## src/rtl/pixel_dispatcher.sv

```systemverilog
// Raster-order pixel scheduler: drives the coordinate mapper, then hands each mapped point to an engine round-robin.
// Define PIXEL_DISPATCHER_ABORT_EN to add the `abort` input that drops the current frame.
module pixel_dispatcher #(
    parameter int unsigned WORD_LENGTH = 32,
    parameter int unsigned NUM_ENGINES = 4,
    parameter int unsigned H_RES       = 640,
    parameter int unsigned V_RES       = 480
) (
    input  logic                   clk,
    input  logic                   rst_n,
    input  logic                   start,
`ifdef PIXEL_DISPATCHER_ABORT_EN
    input  logic                   abort,
`endif
    output logic                   frame_busy,
    output logic                   frame_done,
    output logic [10:0]            map_x,
    output logic [10:0]            map_y,
    input  logic [WORD_LENGTH-1:0] map_real,
    input  logic [WORD_LENGTH-1:0] map_imag,
    output logic [NUM_ENGINES-1:0] eng_valid,
    input  logic [NUM_ENGINES-1:0] eng_ready,
    output logic [WORD_LENGTH-1:0] eng_real,
    output logic [WORD_LENGTH-1:0] eng_imag,
    output logic [10:0]            eng_x,
    output logic [10:0]            eng_y
);

    localparam int unsigned CW = 11;
    localparam int unsigned PW = (NUM_ENGINES > 1) ? $clog2(NUM_ENGINES) : 1;
    localparam logic [CW-1:0] X_LAST = CW'(H_RES - 1);
    localparam logic [CW-1:0] Y_LAST = CW'(V_RES - 1);

    typedef enum logic [2:0] {
        S_IDLE,
        S_ISSUE,
        S_CAPTURE,
        S_DISPATCH,
        S_DONE
    } state_t;

    state_t        r_state;
    logic [PW-1:0] r_rr_ptr;
    logic [CW-1:0] r_cur_x;
    logic [CW-1:0] r_cur_y;

    logic [PW-1:0] w_grant;
    logic [PW-1:0] w_idx;
    logic [PW-1:0] w_rr_next;
    logic          w_any_ready;
    logic          w_handshake;
    logic          w_abort;
    logic          w_x_last;
    logic          w_y_last;
    logic [CW-1:0] w_next_x;
    logic [CW-1:0] w_next_y;

`ifdef PIXEL_DISPATCHER_ABORT_EN
    assign w_abort = abort;
`else
    assign w_abort = 1'b0;
`endif

    // First ready engine at or above rr_ptr, wrapping modulo NUM_ENGINES.
    always_comb begin
        w_grant     = r_rr_ptr;
        w_idx       = '0;
        w_any_ready = 1'b0;
        for (int unsigned k = 0; k < NUM_ENGINES; k++) begin
            w_idx = PW'((32'(r_rr_ptr) + k) % NUM_ENGINES);
            if (!w_any_ready && eng_ready[w_idx]) begin
                w_any_ready = 1'b1;
                w_grant     = w_idx;
            end
        end
    end

    assign w_rr_next   = PW'((32'(w_grant) + 32'd1) % NUM_ENGINES);
    assign w_handshake = (r_state == S_DISPATCH) && w_any_ready;
    assign eng_valid   = w_handshake ? (NUM_ENGINES'(1) << w_grant) : '0;

    assign w_x_last = (r_cur_x == X_LAST);
    assign w_y_last = (r_cur_y == Y_LAST);
    assign w_next_x = w_x_last ? '0 : r_cur_x + CW'(1);
    assign w_next_y = w_x_last ? r_cur_y + CW'(1) : r_cur_y;

    always_ff @(posedge clk or negedge rst_n) begin
        if (!rst_n) begin
            r_state    <= S_IDLE;
            r_rr_ptr   <= '0;
            r_cur_x    <= '0;
            r_cur_y    <= '0;
            frame_busy <= 1'b0;
            frame_done <= 1'b0;
            map_x      <= '0;
            map_y      <= '0;
            eng_real   <= '0;
            eng_imag   <= '0;
            eng_x      <= '0;
            eng_y      <= '0;
        end else begin
            frame_done <= 1'b0;
            // Abort wins over any same-edge handshake: rr_ptr and position stay put.
            if (w_abort && (r_state != S_IDLE)) begin
                r_state    <= S_IDLE;
                frame_busy <= 1'b0;
            end else begin
                case (r_state)
                    S_IDLE: begin
                        if (start) begin
                            r_cur_x    <= '0;
                            r_cur_y    <= '0;
                            map_x      <= '0;
                            map_y      <= '0;
                            frame_busy <= 1'b1;
                            r_state    <= S_ISSUE;
                        end
                    end
                    S_ISSUE: begin
                        r_state <= S_CAPTURE;
                    end
                    S_CAPTURE: begin
                        eng_real <= map_real;
                        eng_imag <= map_imag;
                        eng_x    <= r_cur_x;
                        eng_y    <= r_cur_y;
                        r_state  <= S_DISPATCH;
                    end
                    S_DISPATCH: begin
                        if (w_any_ready) begin
                            r_rr_ptr <= w_rr_next;
                            if (w_x_last && w_y_last) begin
                                r_cur_x    <= '0;
                                r_cur_y    <= '0;
                                frame_done <= 1'b1;
                                r_state    <= S_DONE;
                            end else begin
                                r_cur_x <= w_next_x;
                                r_cur_y <= w_next_y;
                                map_x   <= w_next_x;
                                map_y   <= w_next_y;
                                r_state <= S_ISSUE;
                            end
                        end
                    end
                    S_DONE: begin
                        frame_busy <= 1'b0;
                        r_state    <= S_IDLE;
                    end
                    default: begin
                        frame_busy <= 1'b0;
                        r_state    <= S_IDLE;
                    end
                endcase
            end
        end
    end

endmodule

```

## config.mk

```make
export PLATFORM = sky130hd
export DESIGN_NAME = pixel_dispatcher
export DESIGN_NICKNAME = d
export VERILOG_FILES = /design/src/rtl/pixel_dispatcher.sv
export SDC_FILE = /design/constraint.sdc
export NUM_CORES = 1
export LEC_CHECK = 0
export BUFFER_PORTS_ARGS = -buffer_cell sky130_fd_sc_hd__buf_2
export CELL_PAD_IN_SITES_DETAIL_PLACEMENT = 1
export CELL_PAD_IN_SITES_GLOBAL_PLACEMENT = 1
export CORE_ASPECT_RATIO = 1.25
export CORE_MARGIN = 2
export CORE_UTILIZATION = 40
export DETAILED_ROUTE_END_ITERATION = 10
export GPL_TIMING_DRIVEN = 0
export PLACE_DENSITY = 0.9
export SLEW_MARGIN = 0
export SYNTH_ARGS = -nofsm -noshare
export SYNTH_HDL_FRONTEND = slang
export SYNTH_SLANG_ARGS = --single-unit
```

## constraint.sdc

```tcl
create_clock -name clk -period 3.1 [get_ports clk]
set_input_delay 0.93 -clock clk [delete_from_list [all_inputs] [get_ports clk]]
set_output_delay 0.93 -clock clk [all_outputs]
set_load 0.02 [all_outputs]
```

# == Yosys cells after proc, flatten, opt, wreduce, memory -nomap -nowiden ==
# Cells that the tools add are included.
# classes
n_eq_ne,8
reduce_logical,16
order_cmp,4
bitwise_logic,1
div,0
n_mul,0
mux,40
n_addsub,6
shift,1
# ops
cell,count
$mux W11,11
$pmux W11 S2,4
$add A11 B1 Y11 const B,2
$lt A2 B3 Y1 const B,4
$mux W1,12
$pmux W3 S4,1
$eq A11 B10 Y1 const B,1
$eq A11 B9 Y1 const B,1
$mux W3,3
$bmux W1 S2,4
$eq A3 B2 Y1 const B,2
$mux W2,3
$ne A2 B2 Y1 const B,3
$reduce_and A2 Y1,3
$logic_and A1 B1 Y1,5
$add A2 B1 Y2 const B,2
$add A2 B2 Y2 const B,2
$mux W4,1
$reduce_and A4 Y1,1
$shl A1 B2 Y4 const A,1
$eq A3 B1 Y1 const B,1
$logic_not A1 Y1,3
$logic_not A3 Y1,1
$reduce_and A3 Y1,1
4 further kinds,4
# word_totals
latchBits,0
out_inout_bits,114
memories,0
inputBits,71
mem_bits_rw,0
regBits,137
wordCells,88
rom_bits,0

# == Logic depth before layout (Yosys ltp) ==
# Gate-level depths: netlist of the first run.
# depth
ltp_word,14
ltp_mapped,8
mapped_depth_nobuf,7

# == Worst setup path after synthesis of the first run ==
# Ideal clock, no wire load.
# synth_timing
path_type,input-to-output
from,input port eng_ready[2]
to,output port eng_valid[1]
cell_stages,6
t_required_ns,2.170
path_buffers,0
arrival_ns,1.962
path_slack_ns,0.208
cell_sequence,nor2b_1 -> a221o_1 -> o22a_1 -> inv_1 -> ha_1 -> and3_1
# synth_between
elab_chain_len,14
word_cells_on_any_way,24
classes_between,shift (1); mux (16); reduce/logical (7)
# synth_rtl
item,line,text
from (decl),22,"input logic [NUM_ENGINES-1:0] eng_ready,"
$bmux W1 S2,71,if (!w_any_ready && eng_ready[w_idx]) begin
$mux W1 (not written as such),71,
$mux W1,71,
$logic_not A1 Y1,71,
$logic_and A1 B1 Y1,71,
$mux W1,71,
$logic_not A1 Y1,71,
$logic_and A1 B1 Y1,71,
$mux W1,71,
$logic_not A1 Y1,71,
$logic_and A1 B1 Y1,71,
$mux W2 / $mux W1 (equally long branches),71,
$shl A1 B2 Y4 / $logic_and A1 B1 Y1 (equally long branches),"80, 79",
$mux W4 (*),80,assign eng_valid = w_handshake ? (NUM_ENGINES'(1) << w_grant) : '0;
to (decl),21,"output logic [NUM_ENGINES-1:0] eng_valid,"
# Mark *: on every way between the ends. The rest lies on a longest branch, timed or not. The select of a mux whose other input is x is not followed.

# == Final worst setup path of the first run ==
# layout_timing
from,input port eng_ready[2]
to,output port eng_valid[0]
# Same word-level chain as after synthesis.

==> results of run 1 <==
[flip-flops by register name, indices dropped and copies added, names as in the netlist]
signal / flops
map_y: 11
eng_real: 32
eng_y: 11
r_cur_x: 11
r_state: 3
map_x: 11
frame_busy: 1
frame_done: 1
r_rr_ptr: 2
r_cur_y: 11
eng_x: 11
eng_imag: 32
[cell usage after synthesis, types with 2 or more instances]
cell type	instances	area [sq um]
a21o_1	6	45.04
o2bb2ai_1	6	52.55
nand4_1	4	25.02
dfrtp_1	137	3428
nor2b_1	3	18.77
inv_1	4	15.01
and2_1	4	25.02
or3_1	7	43.79
buf_6	3	33.78
a22o_1	13	113.9
o21ai_0	18	90.09
a211o_1	2	17.52
xor2_1	12	105.1
ha_1	6	75.07
nand3_1	7	35.03
buf_2	12	60.06
o31ai_1	3	22.52
and3_1	8	50.05
nor2_1	21	78.83
nor4_1	2	12.51
a21oi_1	13	65.06
a31oi_1	8	50.05
nor3_1	12	60.06
clkbuf_1	8	30.03
xnor2_1	5	43.79
mux2_2	86	968.4
nand2_1	21	78.83
[worst max-delay path, stage by stage]
cell and delay, ps:
buf_8 100, nor2b_4 120, a221o_1 280, o22a_2 290
inv_4 90, ha_4 130, and3_4 170, buf_6 110
[layout make-up]
cell class                 count  area (sq um)
timing repair buffer         188          1032
fill                        1494          6544
inverter                       4         17.52
sequential                   137          3428
tap                          178         222.7
clock inverter                11         122.6
buffer                        24         138.9
clock buffer                  20         466.7
multi-input combinational    283          2312
[per-layer routing]
metal  up-vias  wire length, microns
met4         0                   463
met3        34                   949
met1      2286                  6003
met2       159                  8542
met5         -                     0
li1       2022                     -
[repair_timing]
action,4_1_cts,5_1_grt
pin swaps,5,5
setup endpoints to repair,4,4
endpoints found under the hold margin,0,0
resized for setup,24,15
buffers inserted,2,1
[kinds of logic (layout without fill, tap and decap cells)]
group,Yosys count,in the layout,share of synthesized area
and+or+nand+nor,97,97,0.08596
xor gates and xnor gates,17,17,0.02564
adders and majority gates,6,6,0.01293
AOI/OAI and AO/OA,77,77,0.09199
buffers and inverters,28,247,0.02650
DFF,137,137,0.5903
muxes,86,86,0.1667
[through the flow]
stage	util	total power [W]
2_1_floorplan	-	0.004598
3_3_place_gp	0.4866	0.005442
3_5_place_dp	0.4890	0.005661
4_1_cts	0.5373	0.007781
5_1_grt	0.5419	0.008158
6_report	0.5419	0.007753
[power breakdown]
group	leakage (nW)	total, W	internal (W)	switching, W
clock	0.280	0.00200	0.00124	0.000760
combinational	1.83	0.00308	0.00129	0.00179
sequential	1.75	0.00267	0.00233	0.000342
total	3.86	0.00775	0.00486	0.00289
[path summary, 6_finish.rpt]
check                      slack [ps]  depth (start not counted)      endpoint    startpoint
setup reg to reg                  350                          5  eng_real[30]    r_state[2]
max in group asynchronous        1860                          2      map_y[4]         rst_n
hold reg to reg                   490                          1      map_y[9]      map_y[9]
setup / recovery                  -50                          8  eng_valid[0]  eng_ready[2]
hold / removal                    430                          1   eng_imag[0]         rst_n
min in group clk                  490                          1      map_y[9]      map_y[9]
==> metrics.md, run 1 <==
| Metric | Value |
|---|---|
| IO buf count | 184 |
| Relative slew slack | 0.3847 |
| Post-layout min period | 3154 ps |
| Synthesized flop and latch total | 137 |
| Failing checks | setup timing |
| Post-DP HPWL | 11,340 microns |
| Cell Rows | 49 |
| Type of element capturing the critical path | primary output |
| Startpoint Class | input pin |
| Slew at the pin with the worst max-slew slack | 920.9 ps |
| Die Width | 111.8 microns |
| Slew Limit Fails | 0 |
| Crit Path Class | input pin to primary output |
| Clock Skew | 11.62 ps |
| Max Root-Sink Buffers | 2 |
| Area growth, synth to finish | 33.28% |
| Clock Pin Slew Worst Setup and Hold Paths | 60 ps |
| Vias | 4,501 |
| Fin area | 0.007741 sq mm |
| Vias in the first global route | 5,100 |
| Dpl cell area | 0.006985 sq mm |
| DR DRC count | 0 |
| Status | finished, violations left |
| Pwr/cell area | 1001 mW/mm^2 |
| First-pass GRT wire length | 25,960 microns |
| CTS H-tree lvls | 4 |
| Met1 Use GR | 0.2286 |
| CTS Buf Count | 17 |
| Crit-path max FO | 5 |
| Final worst path period share | 1.017 |
| Worst-Skew Late Latency | 420 ps |
| Final Hold Viols | 0 |
| Post-Layout Cell Count | 845 |
| DRT iter0 DRCs | 186 |
| Area of the mapped netlist | 0.005808 sq mm |
| Die Y | 138.7 microns |
| Fraction of registers with async set or reset after synthesis | 1.000 |
| Pre-CTS setup slack | -175.2 ps |
| Most frequent cells in the layout | buf_2 (188), dfrtp_1 (137), mux2_2 (86), nand2_1 (21), nor2_1 (20) |
| Sequential cell area fraction in the yosys report | 0.5903 |
| Final worst setup slack | -53.77 ps |
| Nets | 732 |
| GRT busiest layer | met2 |
| ANT nets after route | 0 |
| Main synth FF type | dfrtp_1 |
| Gpl congestion | 0.8216 |
| Post-synthesis net count | 525 |
| Pin count of the biggest net entering global routing | 92 |
| Mapped Cells | 448 |
| Fin Hold WS | 428.6 ps |
| Avg Inst Size Synth | 12.96 sq um |
| TritonRoute pass-1 iters | 4 |
| Pleak | 3.859 nW |
| Hold Path Class | input pin to asynchronous set/reset pin |
| Antenna cells | 0 |
| Final Routed Wirelength | 15,960 microns |
| GR Util All Layers | 0.2101 |
| Clock Tree Root | clkbuf_16 |
| Syn. warnings | 0 |
| Grt met2 use | 0.3821 |
| Initial Util | 0.4066 |
| Post-synth cell types | 44 |
| Dpl cells | 811 |
| TritonCTS clock tree | done |
| Unrepaired setup endpoints after global routing | true |
| Top Ports | 185 |
| Top achievable clock speed | 0.3171 GHz |
| Final setup fails | 3 |
| Commonest non-fill, non-tap cell in the layout | buf_2 |
| Setup TNS | -152.8 ps |
| Die ar. | 0.01551 sq mm |
| IR Drop Worst-Case VDD | 465.1 uV |
| Remaining Overflow, GRT | 0 |
| Vias/cell | 5.327 |
| Req. time, crit path | 2170 ps |
| Core area | 0.01429 sq mm |
| Clk sink count | 137 |
| EDFF count, synth | 0 |
| Hold Buf Count CTS | 0 |
| WL per Instance | 18.89 microns |
| M3 GR Usage | 0.05332 |
| MaxCap Viol Count | 0 |
| Initial antenna violation count | 0 |
| Layout cells sized above 1 | 0.5112 |
| Crit path DAT | 2220 ps |
Note: power is estimated with default switching activity, not from simulation.
==> run 2: changes to the inputs <==
- REMOVE_ABC_BUFFERS: not set -> 1
==> run 2 against run 1 <==
Effect of this change:
- the run now ends clean
- global-route usage decreased by 0.39 points
- wire length down 4.4%
- combinational power decreased by 4%
- clock power increased by 3%
- highest routed layer unchanged
==> metrics.md, run 2 (synthesis results as in run 1) <==
| Metric | Value |
|---|---|
| IO buf count | 184 (unchanged) |
| Post-layout min period | 3093 ps (-60.29 ps) |
| Top Registers | eng_imag: 32 flops, eng_real: 32 flops |
| Max Root-Sink Buffers | 2 (unchanged) |
| Status | complete, no violations |
| IR Drop Worst-Case VDD | 493.9 uV (+6.2%) |
| Nets | 715 (-2.3%) |
| Register-to-Register Setup Slack | 310 ps (-40 ps) |
| Initial antenna violation count | 0 (unchanged) |
| Vias in the first global route | 4,960 (-2.7%) |
| Relative slew slack | 0.3017 (-0.08300) |
| CTS Buf Count | 17 (unchanged) |
| Final Routed Wirelength | 15,260 microns (-4.4%) |
| Clock Skew | 7.866 ps (-3.749 ps) |
| Die Width | 111.8 microns (unchanged) |
| DR DRC count | 0 (unchanged) |
| Commonest non-fill, non-tap cell in the layout | buf_2 |
| DRT iter0 DRCs | 218 (+17%) |
| Req. time, crit path | 2170 ps (about the same) |
| Post-DP HPWL | 11,100 microns (-2.1%) |
| Metal3 WL | 810 microns (-15%) |
| Type of element capturing the critical path | primary output |
| First-pass GRT wire length | 25,470 microns (-1.9%) |
| MaxCap Viol Count | 0 (unchanged) |
| Most frequent cells in the layout | buf_2 (177), dfrtp_1 (137), mux2_2 (86), nand2_1 (21), nor2_1 (19) |
| Slew Limit Fails | 0 (unchanged) |
| Crit-path max FO | 4 (-1) |
| Crit path DAT | 2160 ps (-60 ps) |
| Pleak | 3.831 nW (-0.73%) |
| Vias | 4,355 (-3.2%) |
| Startpoint Class | input pin |
| GR Util All Layers | 0.2062 (-0.003910) |
| Initial Util | 0.4066 (unchanged) |
| Core area | 0.01429 sq mm (unchanged) |
| Gpl congestion | 0.8433 (+2.6%) |
| Top achievable clock speed | 0.3233 GHz (+1.9%) |
| Remaining Overflow, GRT | 0 (unchanged) |
| CTS H-tree lvls | 4 (unchanged) |
| Top Ports | 185 (unchanged) |
| Highest metal used | met4 |
| Clock Pin Slew Worst Setup and Hold Paths | 60 ps (about the same) |
| Wire length on met1 | 5777 microns (-3.8%) |
| Antenna cells | 0 (unchanged) |
| Hold Path Class | register to register |
| Pwr/cell area | 1004 mW/mm^2 (+0.20%) |
| Slew at the pin with the worst max-slew slack | 1045 ps (+124.3 ps) |
| Clock Tree Root | clkbuf_16 |
| Crit Path Class | input pin to primary output |
| DR WL met2 | 8316 microns (-2.6%) |
| Fin area | 0.007669 sq mm (-0.94%) |
| Vias/cell | 5.260 (-1.3%) |
| Cell Rows | 49 (unchanged) |
| Final Hold Viols | 0 (unchanged) |
| Area growth, synth to finish | 32.03% |
| WL per Instance | 18.43 microns (-2.4%) |
| Worst-Skew Late Latency | 410 ps (about the same) |
| Final worst path period share | 0.9979 (-0.01945) |
| Pin count of the biggest net entering global routing | 73 (-21%) |
| Die ar. | 0.01551 sq mm (unchanged) |
| Clk sink count | 137 (unchanged) |
| TritonCTS clock tree | done |
| Dpl cell area | 0.006950 sq mm (-0.50%) |
| TritonRoute pass-1 iters | 6 (+2) |
| ANT nets after route | 0 (unchanged) |
| Unrepaired setup endpoints after global routing | true |
| Die Y | 138.7 microns (unchanged) |
| Layout cells sized above 1 | 0.5062 (-0.005091) |
| Pwr Total | 0.007696 W (-0.74%) |
| Final setup fails | 0 (-3) |
## run 2: changes by cell type in the layout (fill, tap and decap cells not counted), sizes merged
cell      delta
bufinv       +1
clkbuf       -8
clkinvlp     -2
inv          +1
buf          -9
## run 2: timing repair
item | in CTS | in global routing
resized for setup | 22 | 5
setup endpoints to repair | 4 | 27
setup buffers | 2 | 0
pin swaps | 4 | 4
hold buffers | 0 | 0
## run 2: metrics by stage
step                      TNS [ps]  utilization  worst slack, ps  hold WS, ps  std cells
final                            0       0.5368            6.521        483.1        828
after global routing        -136.5       0.5368           -50.35        504.6        828
after CTS                   -35.26       0.5357           -14.24        488.3        828
after detailed placement     -4690       0.4866           -341.8        473.4        795
after global placement     -756790       0.4769            -7352        463.0        786
after floorplan            -390420            -            -4540        494.7        424
## run 2: area by class of cell
cell class,count,area (sq um)
timing repair buffer,195,1097
tap,178,222.7
clock buffer,20,456.7
clock inverter,11,146.4
multi-input combinational,283,2302
fill,1526,6616
inverter,4,15.01
sequential,137,3428
## run 2: final timing paths
kind / startpoint / endpoint / cells after the start
max in group asynchronous: rst_n / eng_x[4] / 2
hold / removal: map_y[3] / map_y[3] / 1
setup reg to reg: r_state[2] / r_cur_x[8] / 5
setup / recovery: eng_ready[2] / eng_valid[1] / 8
min in group asynchronous: rst_n / r_rr_ptr[1] / 1
hold reg to reg: map_y[3] / map_y[3] / 1
## run 2: routing by layer
| layer | global-route usage | up-vias |
|---|---|---|
| met3 | 0.05507 | 23 |
| li1 | - | 1987 |
| met5 | 0 | - |
| met4 | 0.08577 | 0 |
| met1 | 0.2314 | 2207 |
| met2 | 0.3684 | 138 |
## run 2: critical path, stage by stage
cell     delay (ps)
buf_8           100
nor2b_4         120
a221o_1         260
o22a_1          240
inv_2           110
ha_4            130
and3_4          160
buf_6           110
## run 2: power by group
| group | internal (W) | switching [W] | total [W] | leakage (nW) |
|---|---|---|---|---|
| clock network | 0.00130 | 0.000752 | 0.00206 | 0.292 |
| registers | 0.00233 | 0.000345 | 0.00267 | 1.75 |
| logic | 0.00123 | 0.00174 | 0.00297 | 1.79 |
